**config.mk**
```make
export PLATFORM = sky130hd
export DESIGN_NAME = dmem_arbiter_flat
export DESIGN_NICKNAME = d
export VERILOG_FILES = /design/src/rtl/dmem_arbiter_if.sv /design/src/rtl/dmem_arbiter.sv /design/src/flat_wrapper.sv
export SDC_FILE = /design/constraint.sdc
export NUM_CORES = 1
export LEC_CHECK = 0
export CORE_MARGIN = 4
export CORE_UTILIZATION = 30
export DETAILED_ROUTE_END_ITERATION = 8
export MAX_ROUTING_LAYER = met4
export PLACE_DENSITY = 0.83
export SYNTH_ARGS = -nofsm -noshare
export SYNTH_HDL_FRONTEND = slang
export SYNTH_SLANG_ARGS = --single-unit
```
**constraint.sdc**
```tcl
create_clock -name clk -period 2.5 [get_ports clk]
set_input_delay 0.5 -clock clk [delete_from_list [all_inputs] [get_ports clk]]
set_output_delay 0.5 -clock clk [all_outputs]
set_load 0.01 [all_outputs]
```
**src/rtl/dmem_arbiter_if.sv**
```systemverilog
// Bus bundle between the two memory requesters (core, UART DMA), the arbiter and the data memory.
// The slave modport is the arbiter's view; the master modport is the requester/memory side.
interface dmem_arbiter_if #(
    parameter int ADDR_W = 32,
    parameter int DATA_W = 32
);
    logic              core_req;
    logic [1:0]        core_we;
    logic [ADDR_W-1:0] core_addr;
    logic [DATA_W-1:0] core_wdata;
    logic              core_gnt;
    logic              core_rvalid;
    logic [DATA_W-1:0] core_rdata;
    logic              core_stall;

    logic              uart_req;
    logic [1:0]        uart_we;
    logic [ADDR_W-1:0] uart_addr;
    logic [DATA_W-1:0] uart_wdata;
    logic              uart_gnt;
    logic              uart_rvalid;
    logic [DATA_W-1:0] uart_rdata;

    logic              mem_en;
    logic [1:0]        mem_we;
    logic [ADDR_W-1:0] mem_addr;
    logic [DATA_W-1:0] mem_wdata;
    logic [DATA_W-1:0] mem_rdata;

    modport slave (
        input  core_req, core_we, core_addr, core_wdata,
        input  uart_req, uart_we, uart_addr, uart_wdata,
        input  mem_rdata,
        output core_gnt, core_rvalid, core_rdata, core_stall,
        output uart_gnt, uart_rvalid, uart_rdata,
        output mem_en, mem_we, mem_addr, mem_wdata
    );

    modport master (
        output core_req, core_we, core_addr, core_wdata,
        output uart_req, uart_we, uart_addr, uart_wdata,
        output mem_rdata,
        input  core_gnt, core_rvalid, core_rdata, core_stall,
        input  uart_gnt, uart_rvalid, uart_rdata,
        input  mem_en, mem_we, mem_addr, mem_wdata
    );
endinterface

```
**src/rtl/dmem_arbiter.sv**
```systemverilog
// Shares one fixed-latency data-memory port between the core (requester 0) and UART DMA (requester 1),
// one outstanding transaction at a time, with round-robin or core-priority arbitration.
module dmem_arbiter #(
    parameter int ADDR_W      = 32,
    parameter int DATA_W      = 32,
    parameter int MEM_LATENCY = 1,
    parameter int RR_EN       = 1
) (
    input logic           clk,
    input logic           reset,
    dmem_arbiter_if.slave bus
);
    localparam int CNT_W = (MEM_LATENCY < 1) ? 1 : $clog2(MEM_LATENCY + 1);
    localparam logic [CNT_W-1:0] CNT_LOAD = CNT_W'(MEM_LATENCY - 1);

    typedef enum logic [1:0] {IDLE, ISSUE, WAIT} state_t;

    state_t            state, state_nx;
    logic [CNT_W-1:0]  cnt, cnt_nx;
    logic              owner, owner_nx;
    logic              last, last_nx;
    logic              winner;
    logic [1:0]        we_lat, we_nx;
    logic [ADDR_W-1:0] addr_lat, addr_nx;
    logic [DATA_W-1:0] wdata_lat, wdata_nx;
    logic              core_done, uart_done;

    // On a tie, round-robin favours whoever did not win last; a lone request always wins.
    always_comb begin
        if (bus.core_req && bus.uart_req)
            winner = (RR_EN != 0) ? ~last : 1'b0;
        else
            winner = bus.uart_req;
    end

    always_ff @(posedge clk or posedge reset) begin
        if (reset) begin
            state     <= IDLE;
            cnt       <= '0;
            owner     <= 1'b0;
            last      <= 1'b1;
            we_lat    <= 2'b00;
            addr_lat  <= '0;
            wdata_lat <= '0;
        end else begin
            state     <= state_nx;
            cnt       <= cnt_nx;
            owner     <= owner_nx;
            last      <= last_nx;
            we_lat    <= we_nx;
            addr_lat  <= addr_nx;
            wdata_lat <= wdata_nx;
        end
    end

    always_comb begin
        state_nx       = state;
        cnt_nx         = cnt;
        owner_nx       = owner;
        last_nx        = last;
        we_nx          = we_lat;
        addr_nx        = addr_lat;
        wdata_nx       = wdata_lat;
        core_done      = 1'b0;
        uart_done      = 1'b0;
        bus.mem_en     = 1'b0;
        bus.mem_we     = 2'b00;
        bus.mem_addr   = addr_lat;
        bus.mem_wdata  = wdata_lat;
        bus.core_gnt   = 1'b0;
        bus.uart_gnt   = 1'b0;
        bus.core_rdata = '0;
        bus.uart_rdata = '0;
        case (state)
            IDLE: begin
                if (bus.core_req || bus.uart_req) begin
                    state_nx = ISSUE;
                    owner_nx = winner;
                    last_nx  = winner;
                    we_nx    = winner ? bus.uart_we    : bus.core_we;
                    addr_nx  = winner ? bus.uart_addr  : bus.core_addr;
                    wdata_nx = winner ? bus.uart_wdata : bus.core_wdata;
                end
            end
            ISSUE: begin
                bus.mem_en   = 1'b1;
                bus.mem_we   = we_lat;
                bus.core_gnt = ~owner;
                bus.uart_gnt = owner;
                cnt_nx       = CNT_LOAD;
                state_nx     = WAIT;
            end
            WAIT: begin
                if (cnt == '0) begin
                    core_done = ~owner;
                    uart_done = owner;
                    if (owner)
                        bus.uart_rdata = bus.mem_rdata;
                    else
                        bus.core_rdata = bus.mem_rdata;
                    state_nx = IDLE;
                end else begin
                    cnt_nx = cnt - CNT_W'(1);
                end
            end
            default: state_nx = IDLE;
        endcase
    end

    assign bus.core_rvalid = core_done;
    assign bus.uart_rvalid = uart_done;
    assign bus.core_stall  = bus.core_req & ~core_done;
endmodule

```
**src/flat_wrapper.sv**
```systemverilog
// flat-port wrapper written by rule: the top's interface ports become plain ports
module dmem_arbiter_flat 
#(
    parameter int ADDR_W      = 32,
    parameter int DATA_W      = 32,
    parameter int MEM_LATENCY = 1,
    parameter int RR_EN       = 1
)
  (clk, reset, bus_core_req, bus_core_we, bus_core_addr, bus_core_wdata, bus_uart_req, bus_uart_we, bus_uart_addr, bus_uart_wdata, bus_mem_rdata, bus_core_gnt, bus_core_rvalid, bus_core_rdata, bus_core_stall, bus_uart_gnt, bus_uart_rvalid, bus_uart_rdata, bus_mem_en, bus_mem_we, bus_mem_addr, bus_mem_wdata);
  dmem_arbiter_if #(.ADDR_W(ADDR_W), .DATA_W(DATA_W)) bus_i ();
  input logic clk;
  input logic reset;
  input wire logic [$bits(bus_i.core_req)-1:0] bus_core_req;
  input wire logic [$bits(bus_i.core_we)-1:0] bus_core_we;
  input wire logic [$bits(bus_i.core_addr)-1:0] bus_core_addr;
  input wire logic [$bits(bus_i.core_wdata)-1:0] bus_core_wdata;
  input wire logic [$bits(bus_i.uart_req)-1:0] bus_uart_req;
  input wire logic [$bits(bus_i.uart_we)-1:0] bus_uart_we;
  input wire logic [$bits(bus_i.uart_addr)-1:0] bus_uart_addr;
  input wire logic [$bits(bus_i.uart_wdata)-1:0] bus_uart_wdata;
  input wire logic [$bits(bus_i.mem_rdata)-1:0] bus_mem_rdata;
  output wire logic [$bits(bus_i.core_gnt)-1:0] bus_core_gnt;
  output wire logic [$bits(bus_i.core_rvalid)-1:0] bus_core_rvalid;
  output wire logic [$bits(bus_i.core_rdata)-1:0] bus_core_rdata;
  output wire logic [$bits(bus_i.core_stall)-1:0] bus_core_stall;
  output wire logic [$bits(bus_i.uart_gnt)-1:0] bus_uart_gnt;
  output wire logic [$bits(bus_i.uart_rvalid)-1:0] bus_uart_rvalid;
  output wire logic [$bits(bus_i.uart_rdata)-1:0] bus_uart_rdata;
  output wire logic [$bits(bus_i.mem_en)-1:0] bus_mem_en;
  output wire logic [$bits(bus_i.mem_we)-1:0] bus_mem_we;
  output wire logic [$bits(bus_i.mem_addr)-1:0] bus_mem_addr;
  output wire logic [$bits(bus_i.mem_wdata)-1:0] bus_mem_wdata;
  assign bus_i.core_req = bus_core_req;
  assign bus_i.core_we = bus_core_we;
  assign bus_i.core_addr = bus_core_addr;
  assign bus_i.core_wdata = bus_core_wdata;
  assign bus_i.uart_req = bus_uart_req;
  assign bus_i.uart_we = bus_uart_we;
  assign bus_i.uart_addr = bus_uart_addr;
  assign bus_i.uart_wdata = bus_uart_wdata;
  assign bus_i.mem_rdata = bus_mem_rdata;
  assign bus_core_gnt = bus_i.core_gnt;
  assign bus_core_rvalid = bus_i.core_rvalid;
  assign bus_core_rdata = bus_i.core_rdata;
  assign bus_core_stall = bus_i.core_stall;
  assign bus_uart_gnt = bus_i.uart_gnt;
  assign bus_uart_rvalid = bus_i.uart_rvalid;
  assign bus_uart_rdata = bus_i.uart_rdata;
  assign bus_mem_en = bus_i.mem_en;
  assign bus_mem_we = bus_i.mem_we;
  assign bus_mem_addr = bus_i.mem_addr;
  assign bus_mem_wdata = bus_i.mem_wdata;
  dmem_arbiter #(.ADDR_W(ADDR_W), .DATA_W(DATA_W), .MEM_LATENCY(MEM_LATENCY), .RR_EN(RR_EN)) u_core (.clk(clk), .reset(reset), .bus(bus_i));
endmodule
```
After elaboration in Yosys (flattened, before gate mapping)

Index checks and enable logic that the tools add are counted.

Flip-flop bits (word level): 71
Bits in latches: 0
Memory bits (writable): 0
Memory bits (read-only): 0
Input bits: 168
Word-level logic and storage cells: 45
Memories kept: 0

$add $sub $neg: 1
Multiply operators: 0
Divide/modulo/power cells: 0
Magnitude comparators: 0
Equality and inequality tests: 4
Shift operators: 0
Mux-type cells: 23
Bitwise gates (word level): 4
Reduce and logical (&&, ||, !) cells: 6

Operators by type and width:

| kind                  | number |
|---|---|
| $mux W32              | 8 |
| $mux W1               | 9 |
| $mux W2               | 4 |
| $pmux W2 S3           | 1 |
| $reduce_and A2 Y1     | 2 |
| $not A1 Y1            | 3 |
| $eq A2 B1 Y1 const B  | 1 |
| $eq A2 B2 Y1 const B  | 1 |
| $logic_not A2 Y1      | 1 |
| $ne A2 B1 Y1 const B  | 1 |
| $ne A2 B2 Y1 const B  | 1 |
| $pmux W1 S2           | 1 |
| $reduce_bool A2 Y1    | 1 |
| $and A1 B1 Y1         | 1 |
| $logic_and A1 B1 Y1   | 1 |
| $logic_or A1 B1 Y1    | 1 |
| $sub A1 B1 Y1 const B | 1 |

Logic depth before layout (Yosys ltp)

Depth after elaboration: 5
Depth in mapped cells: 5
Mapped depth without buffers: 3

Least setup slack after synthesis

No wires, ideal clock.

Path type: register to output
Start point: register u_core.owner
End point: output bus_core_rdata[22]
Arrival: 1327 ps
Path slack: 673 ps
Cell stages (with the launch flop): 4
Buffers on the path: 1
Cell sequence: dfrtp_1 > nor3b_1 > clkbuf_1 > and2_1

Longest elaborated chain between the ends: 3

Ends and longest elaborated chain:

| item                     | line               | RTL |
|---|---|---|
| start: declaration       | dmem_arbiter.sv:20 | `logic owner, owner_nx;` |
| start signal: assignment | dmem_arbiter.sv:48 | `owner <= owner_nx;` |
| $mux W32                 | dmem_arbiter.sv:97 | `if (owner)` |
| $mux W32                 | dmem_arbiter.sv:94 | `if (cnt == '0) begin` |
| $mux W32                 | dmem_arbiter.sv:74 | `case (state)` |
| end: declaration         | flat_wrapper.sv:24 | `output wire logic [$bits(bus_i.core_rdata)-1:0] bus_core_rdata;` |

Every way passes these cells.

Final worst setup path

Start point: register u_core.owner
End point: output bus_core_rdata[31]

The elaborated chain is that of the path after synthesis.

==> flow_metrics.py <==
metrics = {
    "run_status": {
        "run_status": "finished clean",
    },
    "clock_tree": {
        "holdBufCountCts": 0,
        "cts_tree": "built",
        "cts.path.max_buffers": 2,
        "cts_buffers": 9,
        "root_buffer": "clkbuf_16",
        "clock-sinks": 70,
        "clk_latency_ns": 0.33,
        "htreeDepth": 3,
        "cts.clk_slew.worst_paths_ns": 0.05,
    },
    "cells_and_area": {
        "mostFrequentLayoutCells": "295 x clkdlybuf4s50_1, 80 x mux2_4, 67 x and2_1, 67 x dfrtp_1, 54 x mux2_2",
        "fillCellCount": 1078,
        "fin_nets": 774,
        "register_area_um2": 1760,
        "n_antenna_cell": 0,
        "multi_input_area_um2": 2320,
        "drive_above_1_share_pct": 27.2,
        "area_delta_synth_final_pct": 86.5,
        "final_core_util_pct": 58.0,
        "layout_commonest_cell": "clkdlybuf4s50_1",
    },
    "global_routing": {
        "grt_usage_pct": 17.5,
        "grt_pass1_vias": 4013,
        "grt_overflow": 0,
        "grt_max_degree": 49,
        "grt_pass1_wl_mm": 21.3,
        "antenna_found_initial": 0,
    },
    "timing": {
        "holdWs_ns": 0.503,
        "fmax_mhz": 416,
        "worstMarginPinSlew_ns": 0.550,
        "hold_viol_final": 0,
        "relSlewSlack_pct": 63.3,
        "setup_viol": 0,
        "final.period_utilization_pct": 96.1,
        "slew_violations": 0,
        "fin_ws_ns": 0.0983,
        "timing.setup.tns_ns": 0,
        "fin_skew_ns": 0.00485,
        "fin_crit_ns": 2.40,
    },
    "floorplanning": {
        "die_w_um": 126,
        "start_util_pct": 31.1,
        "die_h_um": 126,
        "io_pins": 304,
        "core-area_um2": 13500,
        "rows": 42,
        "dieArea_um2": 15900,
    },
    "power": {
        "power_density_nw_per_um2": 976,
        "vdd_drop_max_v": 0.000581,
        "p_leak_nw": 3.41,
        "p_int_mw": 5.29,
        "combPwrFrac_pct": 56.1,
        "switching_share_pct": 30.4,
        "p_switching_mw": 2.32,
        "clkPwrFrac_pct": 16.5,
        "p_total_mw": 7.61,
        "p_seq_share_pct": 27.4,
    },
    "setup_path": {
        "path_delay_family": "buffers and inverters",
        "cp.arrival_ns": 1.90,
        "worstSetupStartpointType": "flip-flop",
        "critPathSlowestCell": "clkdlybuf4s50_1",
        "r2r_slack_ns": 0.80,
        "slowest_delay_ns": 0.54,
        "critPathMaxFanout": 34,
        "cp-end-kind": "output pin",
        "crit_type": "reg -> out",
        "crit_required_ns": 2.00,
        "critPathBufInv": 2,
        "cp_cell_sequence": "nor3b_2 > buf_6 > and2_1 > clkdlybuf4s50_1",
    },
    "logic_synthesis": {
        "synth_top_area_share_pct": 41.3,
        "synth_cell_type_count": 17,
        "synth_top_area_cell": "dfrtp_1",
        "netlist_instances": 302,
        "syn-cell-area_um2": 4180,
        "yosys_warnings": 0,
        "yosysSeqAreaShare_pct": 41.9,
        "synth_seq_cells": 70,
        "synth.top_cells.by_area": "dfrtp_1 41%, mux2_4 29%, mux2_2 15%",
        "syn_nets": 470,
        "avgSynthCellArea_um2": 13.9,
    },
    "placed_design": {
        "place_ws_ns": 0.210,
        "place.gp.congestion": 0.864,
        "port_buffers": 303,
        "dp_hpwl_mm": 11.3,
    },
    "route": {
        "avgRoutedWirePerCell_um": 17.7,
        "ant_nets": 0,
        "via_count": 3544,
        "drc_errors": 0,
        "drtIter0Drc": 89,
        "drt-pass1-iter-count": 4,
        "vias_per_cell": 4.51,
        "routed_wl_mm": 13.9,
    },
    "hold_path": {
        "hold_path.class": "reg -> reg",
    },
    "job": {
        "cap_viol_max_count": 0,
    },
}
==> per-layer routing <==
| metal | share of wire, % | up-vias | routed length [um] | track usage (%) |
|---|---|---|---|---|
| li1 | - | 1646 | - | - |
| met1 | 36 | 1688 | 4970 | 17.3 |
| met2 | 53 | 193 | 7350 | 32.1 |
| met3 | 9.1 | 17 | 1260 | 5.72 |
| met4 | 2.1 | 0 | 296 | 6.25 |
| met5 | 0 | - | 0 | - |
==> Yosys cell counts <==
library cell and number:
buf_2 8, clkbuf_1 6, dfrtp_1 69, buf_6 5, and2_1 67, inv_1 1
nor3_2 1, nor2_1 1, dfstp_2 1, mux2_4 80, mux2_2 54, buf_4 1
a21bo_2 1, nor2b_1 4, a21boi_0 1, and3b_1 1, nor3b_1 1
==> flip-flops by register name, summed over array words and instances, names as in the netlist <==
signal,cells
u_core.bus.mem_addr,32
u_core.bus.mem_wdata,32
u_core.owner,1
u_core.state,2
u_core.we_lat,2
u_core.last,1
==> worst register-to-register path: cells and delay by family (launching register included) <==
kind                   cells  cell delay (ns)
DFF                        1             0.54
muxes                      2             0.66
AOI/OAI and AO/OA          1             0.15
buffers and inverters      1             0.22
==> through the flow <==
step           std cells  area [um2]
2_1_floorplan        302        4180
3_3_place_gp         771        7480
6_report             786        7800
3_5_place_dp         771        7480
5_1_grt              786        7800
4_1_cts              786        7770
==> power by group through the flow <==
stage          Clock (mW)  Sequential, mW  Combinational, mW
2_1_floorplan           0            2.29               1.89
3_3_place_gp            0            2.07               4.23
3_5_place_dp            0            2.10               4.31
4_1_cts              1.30            2.09               4.33
5_1_grt              1.35            2.17               4.52
6_report             1.26            2.09               4.27
==> cell families (layout without fill, tap and decap cells) <==
logic type	Yosys count	after routing	share of synthesized area (%)
DFF	70	70	41.9
and+or+nand+nor	75	75	11.3
buffers and inverters	21	329	3.11
muxes	134	134	43.2
AOI/OAI and AO/OA	2	2	0.419
==> final timing paths <==
path | startpoint | end | depth (start not counted)
worst max-delay path | u_core.owner | bus_core_rdata[31] | 4
worst min-delay path | u_core.bus.mem_wdata[1] | u_core.bus.mem_wdata[1] | 1
worst max register to register | u_core.last | u_core.bus.mem_addr[30] | 4
worst min register to register | u_core.bus.mem_wdata[1] | u_core.bus.mem_wdata[1] | 1
max in group asynchronous | reset | u_core.bus.mem_addr[8] | 3
min in group asynchronous | reset | u_core.bus.mem_wdata[26] | 2
==> cell type report <==
class	instances	area share (%)
repair buffers	313	41.2
multi-input cells	211	29.7
flip-flops and latches	70	22.5
clock buffers	11	3.11
well taps	176	2.82
clock inverters	4	0.609
inverters	1	0.0481
==> timing repair <==
item                       in CTS  in global routing
setup buffers                   0                  0
gates resized for setup         4                 11
setup endpoints to repair      23                 34
Power figures use the tool's default switching activity.
